**config.mk**
```make
export PLATFORM = sky130hd
export DESIGN_NAME = demux4_dispatch
export DESIGN_NICKNAME = d
export VERILOG_FILES = /design/src/rtl/demux4_dispatch_pkg.sv /design/src/rtl/demux4_dispatch_slot.sv /design/src/rtl/demux4_dispatch.sv
export SDC_FILE = /design/constraint.sdc
export NUM_CORES = 1
export LEC_CHECK = 0
export BUFFER_PORTS_ARGS = -buffer_cell sky130_fd_sc_hd__buf_4
export CORE_MARGIN = 4
export CORE_UTILIZATION = 30
export CTS_BUF_LIST = sky130_fd_sc_hd__clkbuf_8
export DETAILED_ROUTE_END_ITERATION = 7
export PLACE_DENSITY = 0.63
export SLEW_MARGIN = 20
export SYNTH_ARGS = -nofsm -noshare
export SYNTH_HDL_FRONTEND = slang
export SYNTH_SLANG_ARGS = --single-unit
```
**constraint.sdc**
```tcl
create_clock -name clk -period 1.8 [get_ports clk]
set_input_delay 0.18 -clock clk [delete_from_list [all_inputs] [get_ports clk]]
set_output_delay 0.18 -clock clk [all_outputs]
set_load 0.05 [all_outputs]
```
**src/rtl/demux4_dispatch_pkg.sv**
```systemverilog
// ============================================================================
// Module   : demux_pkg
// Purpose  : Shared types and destination codes for the 1-to-4 result dispatcher.
// Revision : 1.0 - initial release
// ============================================================================
`default_nettype none

package demux_pkg;

  localparam int NUM_OUT = 4;

  typedef logic [1:0] dest_sel_t;

  localparam dest_sel_t DEST_ALU = 2'd0;
  localparam dest_sel_t DEST_LSU = 2'd1;
  localparam dest_sel_t DEST_CSR = 2'd2;
  localparam dest_sel_t DEST_BR  = 2'd3;

  function automatic logic [NUM_OUT-1:0] dest_onehot(input dest_sel_t sel);
    logic [NUM_OUT-1:0] w_oh;
    w_oh = '0;
    w_oh[sel] = 1'b1;
    return w_oh;
  endfunction

endpackage

`default_nettype wire

```
**src/rtl/demux4_dispatch_slot.sv**
```systemverilog
// ============================================================================
// Module   : demux_slot
// Purpose  : One-entry holding buffer with valid/ready drain and pipeline flush.
// Revision : 1.0 - initial release
// ============================================================================
`default_nettype none

module demux_slot #(
  parameter int WIDTH = 32
) (
  input  logic             clk,
  input  logic             rst_n,
  input  logic             flush,
  input  logic             wr_en,
  input  logic [WIDTH-1:0] wr_data,
  output logic             valid,
  input  logic             ready,
  output logic [WIDTH-1:0] data,
  output logic             can_accept
);

  logic             occ_q;
  logic             occ_d;
  logic [WIDTH-1:0] data_q;
  logic [WIDTH-1:0] data_d;

  // Priority: flush beats a fill, a fill beats a drain (drain+fill keeps valid).
  always_comb begin
    occ_d = occ_q;
    if (valid && ready) begin
      occ_d = 1'b0;
    end
    if (wr_en) begin
      occ_d = 1'b1;
    end
    if (flush) begin
      occ_d = 1'b0;
    end
  end

  // Data is only ever overwritten by a new word; an emptied slot keeps its last value.
  always_comb begin
    data_d = data_q;
    if (wr_en) begin
      data_d = wr_data;
    end
  end

  always_ff @(posedge clk or negedge rst_n) begin
    if (!rst_n) begin
      occ_q  <= 1'b0;
      data_q <= '0;
    end else begin
      occ_q  <= occ_d;
      data_q <= data_d;
    end
  end

  assign valid      = occ_q;
  assign data       = data_q;
  assign can_accept = ~occ_q | ready;

endmodule

`default_nettype wire

```
**src/rtl/demux4_dispatch.sv**
```systemverilog
// ============================================================================
// Module   : demux4_dispatch
// Purpose  : Registered 1-to-4 valid/ready demultiplexer with per-channel slots.
//            Optional per-channel handshake counters: DEMUX4_DISPATCH_PERF_CNT_EN.
// Revision : 1.0 - initial release
// ============================================================================
`default_nettype none

module demux4_dispatch
  import demux_pkg::*;
#(
  parameter int WIDTH = 32
) (
  input  logic               clk,
  input  logic               rst_n,
  input  logic               flush,
  input  logic               in_valid,
  output logic               in_ready,
  input  logic [WIDTH-1:0]   in_data,
  input  dest_sel_t          in_sel,
  output logic [NUM_OUT-1:0] out_valid,
  input  logic [NUM_OUT-1:0] out_ready,
  output logic [WIDTH-1:0]   out_data0,
  output logic [WIDTH-1:0]   out_data1,
  output logic [WIDTH-1:0]   out_data2,
  output logic [WIDTH-1:0]   out_data3
`ifdef DEMUX4_DISPATCH_PERF_CNT_EN
  ,
  output logic [16*NUM_OUT-1:0] perf_cnt
`endif
);

  logic [NUM_OUT-1:0] w_can_accept;
  logic [NUM_OUT-1:0] w_wr_en;
  logic [WIDTH-1:0]   w_slot_data [NUM_OUT];

  // Only the targeted slot gates acceptance; in_valid never feeds in_ready.
  assign in_ready = ~flush & w_can_accept[in_sel];
  assign w_wr_en  = (in_valid && in_ready) ? dest_onehot(in_sel) : '0;

  generate
    for (genvar i = 0; i < NUM_OUT; i++) begin : g_slot
      demux_slot #(
        .WIDTH (WIDTH)
      ) u_slot (
        .clk        (clk),
        .rst_n      (rst_n),
        .flush      (flush),
        .wr_en      (w_wr_en[i]),
        .wr_data    (in_data),
        .valid      (out_valid[i]),
        .ready      (out_ready[i]),
        .data       (w_slot_data[i]),
        .can_accept (w_can_accept[i])
      );
    end
  endgenerate

  assign out_data0 = w_slot_data[DEST_ALU];
  assign out_data1 = w_slot_data[DEST_LSU];
  assign out_data2 = w_slot_data[DEST_CSR];
  assign out_data3 = w_slot_data[DEST_BR];

`ifdef DEMUX4_DISPATCH_PERF_CNT_EN
  // Counters see every handshake, including one coincident with a flush.
  generate
    for (genvar i = 0; i < NUM_OUT; i++) begin : g_perf
      logic [15:0] cnt_q;
      logic [15:0] cnt_d;

      always_comb begin
        cnt_d = cnt_q;
        if (out_valid[i] && out_ready[i]) begin
          cnt_d = cnt_q + 16'd1;
        end
      end

      always_ff @(posedge clk or negedge rst_n) begin
        if (!rst_n) begin
          cnt_q <= '0;
        end else begin
          cnt_q <= cnt_d;
        end
      end

      assign perf_cnt[16*i +: 16] = cnt_q;
    end
  endgenerate
`endif

endmodule

`default_nettype wire

```
# [After elaboration in Yosys (flattened, before gate mapping)]
# Index checks and enable logic that the tools add are counted.
[word_totals] output_inout_bits=133 inputBits=42 word_cells=47 ff_bits=132
[classes] bitwise_logic=10 order_cmp=2 n_mux=17 reduce_logical=10
[ops] cell="2-to-1 mux 1 bit" count=14
[ops] cell="nonzero test 3 bit" count=4
[ops] cell="logical AND 1 bit" count=6
[ops] cell="NOT 1 bit" count=5
[ops] cell="2-to-1 mux 4 bit" count=1
[ops] cell="OR 1 bit" count=4
[ops] cell="less-than comparator 2 x 3 -> 1 bit (second input constant)" count=1
[ops] cell="binary-select mux 1 bit (select 2 bit)" count=1
[ops] cell="demux 1 bit (select 2 bit)" count=1
[ops] cell=">= comparator 2 x 1 -> 1 bit (second input constant)" count=1
[ops] cell="AND 1 bit" count=1

# [Logic depth before layout (Yosys ltp)]
# Gate-level depths: netlist of run 1.
[logic_depth] depth_word=9 mapped_depth=5 mapped_depth_nobuf=3

# [Hierarchy]
# Synthesis of run 1 repeated with hierarchy kept, for this count alone.
[unflattened] cells_unflattened=298 area_unflattened_um2=5607.9
[by_module_without_submodules] mod="demux_slot" n_inst=4 seq_area_each_um2=825.8 area_each_um2=1381.3 cells_each=72
[by_module_without_submodules] mod="demux4_dispatch" n_inst=1 seq_area_each_um2=0.0 area_each_um2=82.6 cells_each=10

# [Worst setup path after synthesis of run 1]
# Ideal clock, no wire load.
[synth_timing] path_type="reg2out" from="register g_slot[0].u_slot.occ_q" to="output in_ready" path_stages_with_launch=4 path_buffers=0 t_arrival_ps=1571 path_slack_ps=49 cell_sequence="dfrtp_1 > nor4b_1 > a311o_1 > a21oi_1"
[synth_between] elab_chain_cells=5
[synth_lines] item="start: declaration" line="demux4_dispatch_slot.sv:22" source="logic occ_q;"
[synth_lines] item="start signal: assignment" line="demux4_dispatch_slot.sv:51" source="occ_q <= 1'b0;"
[synth_lines] item="start signal: assignment" line="demux4_dispatch_slot.sv:54" source="occ_q <= occ_d;"
[synth_lines] item="NOT 1 bit" line="demux4_dispatch_slot.sv:61" source="assign can_accept = ~occ_q | ready;"
[synth_lines] item="OR 1 bit" line="demux4_dispatch_slot.sv:61"
[synth_lines] item="binary-select mux 1 bit (select 2 bit)" line="demux4_dispatch.sv:38" source="assign in_ready = ~flush & w_can_accept[in_sel];"
[synth_lines] item="2-to-1 mux 1 bit (not written as such)" line="demux4_dispatch.sv:38"
[synth_lines] item="AND 1 bit" line="demux4_dispatch.sv:38"
[synth_lines] item="end: declaration" line="demux4_dispatch.sv:18" source="output logic in_ready,"
# Every way passes these cells. The select of a mux whose other input is x is not followed.

# [Final worst setup path of run 1]
# Same ends and word-level chain as after synthesis.

==> qor.csv, run 1 <==
stage,metric,value,unit
synthesis,multiplexer area fraction after synthesis,30.3,%
drt,routed via count,3368,
drt,per-cell routed wire length,16.6,um
placed_design,Buffers on Ports,174,
drt,First-pass DRT Iterations,4,
placed_design,GPL Wtd Cong,0.802,
hold_path,Hold Crit Depth,3,
floorplan,Rows,47,
clocking,clock buffer depth,2,
critical_path,worst-path cell chain,nor4b_4 > a311o_1 > a21oi_2 > buf_6,
clocking,total CTS buffers,17,
sta,fin worst setup slack,0.0416,ns
power_and_ir_drop,sequential share of power,36.5,%
synthesis,XOR/XNOR share of the synthesized area,0,%
drt,post-route DRC violation count,0,
power_and_ir_drop,internal power,0.00652,W
floorplan,die width,139,um
synthesis,"Seq/Total Area, Yosys",64.1,%
grt,largest net degree at the start of global routing,73,
synthesis,largest family of logic cells by synthesized area,multiplexers,
grt,GRT Total Usage,13.2,%
floorplan,core area,16700,um^2
critical_path,worst endpoint data arrival time,1.58,ns
finish,Finished Cell Area,7550,um^2
critical_path,R2R depth,6,
critical_path,kind of end point of the critical path,primary output,
floorplan,Die Ht,139,um
clocking,TritonCTS clock tree,done,
drt,post-route ant nets,0,
power_and_ir_drop,net switching power,0.00443,W
synthesis,Yosys cell types,21,
synthesis,Synth Area in Compound Gates,0.680,%
grt,total gr overflow,0,
synthesis,syn nets,343,
placed_design,area post-placement,6740,um^2
power_and_ir_drop,leak pwr,3.58,nW
power_and_ir_drop,pwr dens,1450,nW/um^2
drt,via density per instance,4.46,
synthesis,syn_area_per_cell,17.1,um^2
clocking,htree depth,4,
synthesis,simple-gate share of the synthesized area,2.33,%
sta,Tmin final,1.76,ns
synthesis,yosys warns,0,
synthesis,top cell type's share of synthesized area,64.1,%
clocking,Clock Latency Late Sink,0.43,ns
power_and_ir_drop,logic gate share of total power,40.8,%
sta,Pins Over Slew Limit,0,
finish,most frequent cells in the layout,"buf_4, dfrtp_1, mux2_2",
power_and_ir_drop,Worst VDD drop,718,uV
clocking,"Clk pin slew, worst setup/hold paths",0.07,ns
sta,RSZ-0062 raised after global routing,true,
critical_path,critical path required time,1.62,ns
sta,pin slew with the least headroom to its limit,0.383,ns
critical_path,slowest CP cell,dfrtp_1,
clocking,CTS sink count,132,
power_and_ir_drop,clock power share,22.7,%
power_and_ir_drop,switching fraction of total power,40.4,%
synthesis,post-synth top area cell,dfrtp_1,
clocking,Clk Tree Root Cell,clkbuf_8,
sta,final hold vios,0,
floorplan,Die Footprint,19300,um^2
synthesis,#FFs+latches synth,132,
sta,Worst Clk Skew,0.00917,ns
finish,# diodes,0,
finish,area grow syn2layout,46.4,%
synthesis,Synth area leaders,"dfrtp_1, mux2_2, mux2_4",
drt,DR iter-0 viols,74,
grt,antenna violations before repair,0,
sta,final period utilization,97.7,%
drt,WL final,12600,um
sta,Worst slew margin,74.5,%
finish,"commonest non-fill, non-tap cell in the layout",buf_4,
placed_design,post-detail-place hpwl,8570,um
critical_path,Worst Path Max Fanout,2,
critical_path,startpoint types,flip-flop,
floorplan,num ports,175,
critical_path,Max stage delay on crit path,0.40,ns
status,status,"complete, no violations",
sta,fmax,0.569,GHz
finish,Final nets,565,
synthesis,Post-Synth Adder-Cell Area,0,%
placed_design,Post-Place Worst Slack,0.370,ns
job,max-cap viol count,0,
grt,vias in the first global route,3669,
synthesis,post-synthesis cell count,301,
floorplan,Initial Util,30.9,%
sta,final setup vio count,0,
hold_path,Hold Path Class,in -> reg,
critical_path,Setup CP Type,reg -> out,
grt,first-pass GRT wire length,20400,um
synthesis,Mapped Area,5150,um^2
finish,share of cells above drive strength 1,63.9,%
==> per-stage QoR <==
step | setup TNS, ns | power [W] | cells | hold WS [ns] | utilization (%)
2_1_floorplan | 0 | 0.00697 | 301 | -0.116 | -
3_3_place_gp | 0 | 0.00841 | 686 | 0.221 | 40.4
3_5_place_dp | 0 | 0.00848 | 686 | 0.224 | 40.4
4_1_cts | -0.0128 | 0.0111 | 754 | 0.0335 | 45.1
5_1_grt | -0.0179 | 0.0114 | 755 | 0.0618 | 45.2
6_report | 0 | 0.0109 | 755 | 0.0814 | 45.2
==> worst max-delay path, delay by kind of cell (launching register included) <==
| family | cells | cell delay [ns] |
|---|---|---|
| AOI/OAI and AO/OA | 2 | 0.44 |
| buffers and inverters | 1 | 0.17 |
| and+or+nand+nor | 1 | 0.14 |
| DFF | 1 | 0.40 |
==> registers in the layout, summed over array words and instances (netlist names) <==
register,cells
g_slot.u_slot.data,128
g_slot.u_slot.valid,4
==> power groups by stage <==
stage / Sequential (W) / Combinational [W] / Clock (W)
after global placement: 0.00402 / 0.00439 / 0
after global routing: 0.00407 / 0.00463 / 0.00274
final: 0.00399 / 0.00446 / 0.00249
after detailed placement: 0.00405 / 0.00444 / 0
after floorplan: 0.00625 / 0.000720 / 0
after CTS: 0.00400 / 0.00451 / 0.00259
==> cells by family after synthesis <==
kind of cell | count (synthesis)
DFF | 132
muxes | 129
buffers and inverters | 18
and+or+nand+nor | 16
AOI/OAI and AO/OA | 6
==> what timing repair did <==
| item | in CTS | in global routing |
|---|---|---|
| pin swaps | 1 | 0 |
| buffers inserted | 1 | 1 |
| resized for setup | 2 | 2 |
| hold endpoints to repair | 264 | 0 |
| endpoints found under the setup margin | 1 | 1 |
| hold buffers | 36 | 0 |
==> per-layer routing <==
| metal | part of all wire (%) | global-route usage (%) | vias up |
|---|---|---|---|
| met4 | 2.1 | 5.20 | 0 |
| met3 | 7.5 | 5.00 | 21 |
| li1 | - | - | 1519 |
| met5 | 0 | 0 | - |
| met1 | 40 | 15.9 | 1702 |
| met2 | 50 | 21.5 | 126 |
==> synthesized netlist by cell type <==
master	n
and2b_1	2
buf_2	6
and4_4	1
nand2b_1	4
dfrtp_1	132
mux2_4	30
nand3_1	1
buf_4	7
nand2_1	2
mux2i_1	1
mux2_1	6
a311o_1	1
nor2_1	1
nand3_2	3
buf_6	4
nor4b_1	1
a21oi_1	4
inv_1	1
mux2_2	92
o21ai_0	1
nor2b_4	1
==> area by class of cell <==
| class | instances | area, um^2 |
|---|---|---|
| fill | 1539 | 9150 |
| multi-input combinational | 151 | 1740 |
| clock inverter | 9 | 104 |
| inverter | 1 | 3.75 |
| timing repair buffer | 220 | 1820 |
| sequential | 132 | 3300 |
| clock buffer | 22 | 303 |
| tap | 220 | 275 |
==> path summary, 6_finish.rpt <==
| kind | from | endpoint | slack, ns |
|---|---|---|---|
| max | g_slot[0].u_slot.valid | in_ready | 0.04 |
| min | out_ready[2] | g_slot[2].u_slot.valid | 0.08 |
| max reg2reg | g_slot[0].u_slot.valid | g_slot[0].u_slot.data[17] | 0.30 |
| min reg2reg | g_slot[1].u_slot.data[12] | g_slot[1].u_slot.data[12] | 0.51 |
| max in group asynchronous | rst_n | g_slot[0].u_slot.data[2] | 1.16 |
| min in group asynchronous | rst_n | g_slot[2].u_slot.data[24] | 0.31 |
(Power assumes the default switching activity.)
==> inputs of run 2 (changes only) <==
- ABC_AREA: unset -> 1
- CORE_MARGIN: 4 -> unset
==> run 2 against run 1 <==
  * The run now ends with DRC left
  * Area after synthesis increased by 7.8%
  * Combinational power decreased by 5.4%
  * Clock power increased by 6%
  * Largest power group unchanged
==> qor.csv, run 2 <==
stage,metric,value,unit
finish,# diodes,0,
synthesis,"Seq/Total Area, Yosys",59.4,%
grt,largest net degree at the start of global routing,85,
power_and_ir_drop,logic gate share of total power,39.0,%
synthesis,syn nets,655,
floorplan,core area,18100,um^2
sta,Worst Clk Skew,0.00936,ns
sta,RSZ-0062 raised after global routing,false,
grt,total gr overflow,0,
placed_design,area post-placement,7110,um^2
synthesis,asr flop ratio synth,100,%
drt,routed via count,5185,
floorplan,Initial Util,30.7,%
critical_path,Setup CP Type,in -> out,
sta,pin slew with the least headroom to its limit,0.462,ns
floorplan,Die Ht,138,um
sta,final period utilization,95.1,%
clocking,TritonCTS clock tree,done,
critical_path,Worst Path Max Fanout,2,
power_and_ir_drop,internal power,0.00617,W
synthesis,Post-synth top cells,"nand2_1, dfrtp_1, nand4_1",
sta,fmax,0.584,GHz
critical_path,Crit Reg-Reg Endpoint,g_slot[3].u_slot.data[23],
sta,final setup vio count,0,
synthesis,Mapped Area,5560,um^2
grt,vias in the first global route,5073,
placed_design,Buffers on Ports,174,
critical_path,FF-to-FF setup slack,0.14,ns
power_and_ir_drop,net switching power,0.00465,W
finish,area grow syn2layout,42.1,%
synthesis,post-synth top area cell,dfrtp_1,
drt,post-route DRC violation count,24,
finish,share of cells above drive strength 1,30.6,%
sta,Pins Over Slew Limit,0,
synthesis,Post-synth EDFFs,0,
synthesis,Yosys cell types,15,
critical_path,startpoint types,primary input,
critical_path,worst endpoint data arrival time,1.53,ns
finish,max reg flops,128,
clocking,clock buffer depth,2,
synthesis,syn_area_per_cell,9.06,um^2
power_and_ir_drop,sequential share of power,36.5,%
status,violated checks,DRC,
synthesis,post-synthesis cell count,613,
finish,Final nets,844,
critical_path,worst reg2reg path startpoint,g_slot[2].u_slot.valid,
synthesis,prevailing post-synth register cell,dfrtp_1,
hold_path,Hold Path Class,in -> reg,
clocking,Clock Latency Late Sink,0.45,ns
drt,via density per instance,4.97,
critical_path,crit path to,in_ready,
synthesis,#FFs+latches synth,132,
finish,most frequent cells in the layout,"nand2_1, buf_4, dfrtp_1",
synthesis,Synth area leaders,"dfrtp_1, nand2_1, nand4_1",
drt,post-route ant nets,0,
power_and_ir_drop,switching fraction of total power,43.0,%
sta,Worst slew margin,69.2,%
grt,antenna violations before repair,0,
critical_path,Worst setup startpoint,out_ready[2],
job,max-cap viol count,0,
synthesis,top-count cell post-synth,nand2_1,
sta,Tmin final,1.71,ns
power_and_ir_drop,leak pwr,4.20,nW
clocking,Clk Tree Root Cell,clkbuf_8,
sta,final hold vios,0,
clocking,CTS sink count,132,
power_and_ir_drop,Worst VDD drop,500,uV
finish,"commonest non-fill, non-tap cell in the layout",nand2_1,
placed_design,GPL Wtd Cong,0.786,
drt,First-pass DRT Iterations,6,
synthesis,top cell type's share of synthesized area,59.4,%
critical_path,critical path required time,1.62,ns
clocking,"Clk pin slew, worst setup/hold paths",0.07,ns
critical_path,kind of end point of the critical path,primary output,
floorplan,die width,138,um
drt,per-cell routed wire length,17.0,um
floorplan,Die Footprint,19100,um^2
finish,Finished Cell Area,7900,um^2
drt,WL final,17800,um
placed_design,post-detail-place hpwl,11000,um
floorplan,Rows,49,
grt,first-pass GRT wire length,28800,um
critical_path,R2R depth,10,
power_and_ir_drop,pwr dens,1370,nW/um^2
clocking,htree depth,4,
sta,Sum Neg Setup Slack,0,ns
status,status,"finished, violations left",
drt,DR iter-0 viols,367,
synthesis,yosys warns,0,
floorplan,num ports,175,
clocking,total CTS buffers,17,
power_and_ir_drop,clock power share,24.5,%
grt,GRT Total Usage,19.4,%
power_and_ir_drop,total power,0.0108,W
## run 2: cell types whose count changed in the layout (fill, tap and decap cells not counted), sizes merged, moves of 9 or more
cell and delta:
nand2 +266, nand4 +132, mux2 -128, buf +16
dlygate4sd3 -11, nor2 +9
## run 2: worst min path at each step
stage | start | end | slack, ns | cells past startpoint
2_1_floorplan | rst_n | g_slot[0].u_slot.data[0] | -0.12 | 0
3_3_place_gp | rst_n | g_slot[3].u_slot.data[30] | 0.11 | 1
3_5_place_dp | rst_n | g_slot[2].u_slot.data[30] | 0.11 | 1
4_1_cts | in_data[29] | g_slot[2].u_slot.data[29] | 0.001 | 3
5_1_grt | in_data[22] | g_slot[2].u_slot.data[22] | 0.004 | 3
6_report | in_data[22] | g_slot[3].u_slot.data[22] | 0.03 | 3
## run 2: kinds of logic after synthesis
group / share of synthesized area [%]
AOI/OAI and AO/OA: 0.180
DFF: 59.4
buffers and inverters: 5.83
and+or+nand+nor: 34.5
## run 2: worst max-delay path, cell delays in order
cell,delay [ns]
dlygate4sd3_1,0.55
buf_4,0.13
nor2_1,0.14
nand2_1,0.12
nand3_2,0.09
nor2_4,0.05
buf_12,0.12
buf_8,0.14
## run 2: through the flow
stage | setup WS (ns) | utilization [%] | hold WS, ns | instances
after detailed placement | 0.224 | 39.3 | 0.111 | 980
after global placement | 0.229 | 39.3 | 0.114 | 980
after CTS | 0.0193 | 43.6 | 0.00146 | 1043
final | 0.0879 | 43.7 | 0.0303 | 1044
after floorplan | 0.428 | - | -0.116 | 613
after global routing | 0.00336 | 43.7 | 0.00395 | 1044
## run 2: routing by layer
metal	track usage [%]	up-vias	part of all wire, %
met5	0	-	0
met4	5.03	0	1.1
met3	5.51	15	6.9
met2	31.0	179	47
met1	26.0	2536	45
li1	-	2455	-
## run 2: timing repair
item	4_1_cts	5_1_grt
resized for setup	3	2
hold buffers	25	0
gates cloned	2	0
setup endpoints to repair	1	36
endpoints found under the hold margin	158	0
pin swaps	2	1
buffers inserted	4	1
## run 2: area by class of cell
class | instances | area (um^2)
Tap cell | 229 | 287
Clock buffer | 19 | 262
Fill cell | 1767 | 10200
Inverter | 9 | 33.8
Multi-Input combinational cell | 415 | 1960
Clock inverter | 13 | 158
Timing Repair Buffer | 227 | 1890
Sequential cell | 132 | 3300
## run 2: power groups by stage
stage / clock, W / combinational [W] / sequential [W]
floorplan: 0 / 0.000645 / 0.00603
global placement: 0 / 0.00412 / 0.00400
detailed placement: 0 / 0.00417 / 0.00399
CTS: 0.00271 / 0.00425 / 0.00395
global route: 0.00284 / 0.00444 / 0.00402
finish: 0.00265 / 0.00422 / 0.00395
==> inputs of run 3 (changes only) <==
- CELL_PAD_IN_SITES_DETAIL_PLACEMENT: unset -> 1
- CELL_PAD_IN_SITES_GLOBAL_PLACEMENT: unset -> 1
- PLACE_DENSITY: 0.63 -> 0.77
==> run 3 against run 2 <==
  * Combinational power up 2%
  * First-iteration DRC count down 23%
  * Maximum frequency up 1.1%
  * Via count up 1.9%
  * Highest routed layer unchanged
  * Worst hold slack better by 0.0081 ns
  * The run still ends with DRC left
  * Routed wire length up 9.4%
  * Design area up 2.0%
  * Global-route usage up 1.8 points
==> qor.csv, run 3 (synthesized netlist as in run 2, its figures left out) <==
stage,metric,value,unit
placed_design,GPL Wtd Cong,0.756,
critical_path,FF-to-FF setup slack,0.13,ns
status,status,"finished, violations left",
clocking,Clk Tree Root Cell,clkbuf_8,
placed_design,Buffers on Ports,174,
floorplan,num ports,175,
clocking,Clock Latency Late Sink,0.46,ns
sta,pin slew with the least headroom to its limit,0.550,ns
power_and_ir_drop,leak pwr,4.27,nW
sta,Tmin final,1.69,ns
power_and_ir_drop,total power,0.0110,W
grt,vias in the first global route,5470,
clocking,TritonCTS clock tree,done,
sta,final period utilization,94.1,%
finish,most frequent cells in the layout,"nand2_1, buf_4, dfrtp_1",
drt,post-route ant nets,0,
clocking,CTS sink count,132,
placed_design,Post-Place Worst Slack,0.133,ns
floorplan,core area,18100,um^2
status,violated checks,DRC,
clocking,clock buffer depth,2,
finish,Final nets,857,
clocking,"Clk pin slew, worst setup/hold paths",0.09,ns
finish,"non-filler cells, final",1057,
critical_path,startpoint types,flip-flop,
floorplan,Initial Util,30.7,%
critical_path,Worst Path Max Fanout,2,
drt,per-cell routed wire length,18.4,um
floorplan,Die Footprint,19100,um^2
sta,RSZ-0062 raised after global routing,true,
sta,fmax,0.590,GHz
floorplan,Rows,49,
drt,via density per instance,5.00,
critical_path,worst endpoint data arrival time,1.51,ns
grt,antenna violations before repair,0,
finish,area grow syn2layout,45.0,%
grt,total gr overflow,0,
placed_design,Inst Count DP,983,
finish,"commonest non-fill, non-tap cell in the layout",nand2_1,
critical_path,kind of end point of the critical path,primary output,
job,max-cap viol count,0,
finish,share of cells above drive strength 1,30.7,%
drt,WL final,19500,um
finish,max reg flops,128,
drt,routed via count,5284,
sta,Pins Over Slew Limit,0,
drt,First-pass DRT Iterations,7,
power_and_ir_drop,pwr dens,1370,nW/um^2
floorplan,die width,138,um
sta,Worst slew margin,63.4,%
sta,fin worst setup slack,0.106,ns
grt,first-pass GRT wire length,31200,um
placed_design,area post-placement,7130,um^2
sta,Worst Clk Skew,0.0134,ns
drt,DR iter-0 viols,282,
clocking,htree depth,4,
grt,GRT Total Usage,21.2,%
drt,post-route DRC violation count,26,
power_and_ir_drop,Worst VDD drop,582,uV
sta,final setup vio count,0,
sta,final hold vios,0,
finish,# diodes,0,
grt,largest net degree at the start of global routing,53,
placed_design,post-detail-place hpwl,12200,um
clocking,total CTS buffers,17,
hold_path,Hold Path Class,in -> reg,
finish,Finished Cell Area,8060,um^2
floorplan,Die Ht,138,um
critical_path,Setup CP Type,reg -> out,
critical_path,critical path required time,1.62,ns
run 3: power breakdown:
| part | switching (W) | internal [W] | leakage [nW] |
|---|---|---|---|
| logic | 0.00310 | 0.00119 | 2.39 |
| registers | 0.000405 | 0.00356 | 1.66 |
| clock network | 0.00126 | 0.00152 | 0.216 |
run 3: area by class of cell:
class	count	area, um^2
Inverter	9	33.8
Multi-Input combinational cell	415	1970
Clock buffer	17	234
Sequential cell	132	3300
Fill cell	2068	10000
Clock inverter	15	206
Tap cell	229	287
Timing Repair Buffer	240	2030
run 3: layer usage:
| metal | GRT usage, % | wire length, um |
|---|---|---|
| met1 | 26.7 | 8420 |
| met4 | 5.91 | 220 |
| met5 | 0 | 0 |
| met3 | 5.89 | 1110 |
| met2 | 35.7 | 9710 |
run 3: stage by stage:
| step | TNS, ns | hold WS (ns) | utilization, % |
|---|---|---|---|
| after floorplan | 0 | -0.116 | - |
| after global placement | 0 | 0.153 | 39.4 |
| after detailed placement | 0 | 0.147 | 39.4 |
| after CTS | 0 | 0.00209 | 44.4 |
| after global routing | -0.0702 | 0.0353 | 44.6 |
| final | 0 | 0.0384 | 44.6 |
run 3: worst max-delay path, stage by stage (launching register included):
cell	delay, ns
dfrtp_1	0.39
inv_1	0.07
nor2_2	0.05
nand2_2	0.08
nand3_2	0.08
nor2_4	0.13
buf_12	0.12
buf_12	0.12
run 3: worst paths after layout:
kind | from | endpoint | cells after the start
max in group asynchronous | rst_n | g_slot[1].u_slot.data[19] | 3
worst min-delay path | out_ready[1] | g_slot[1].u_slot.valid | 4
worst max register to register | g_slot[0].u_slot.valid | g_slot[2].u_slot.data[2] | 10
worst max-delay path | g_slot[0].u_slot.valid | in_ready | 7
worst min register to register | g_slot[0].u_slot.data[15] | g_slot[0].u_slot.data[15] | 2
min in group asynchronous | rst_n | g_slot[1].u_slot.data[29] | 2
run 3: timing repair:
action | CTS | global route
pin swaps | 1 | 4
resized for setup | 3 | 8
gates cloned | 2 | 0
endpoints found under the hold margin | 141 | 0
endpoints found under the setup margin | 1 | 61
hold buffers | 36 | 0
buffers inserted | 3 | 1
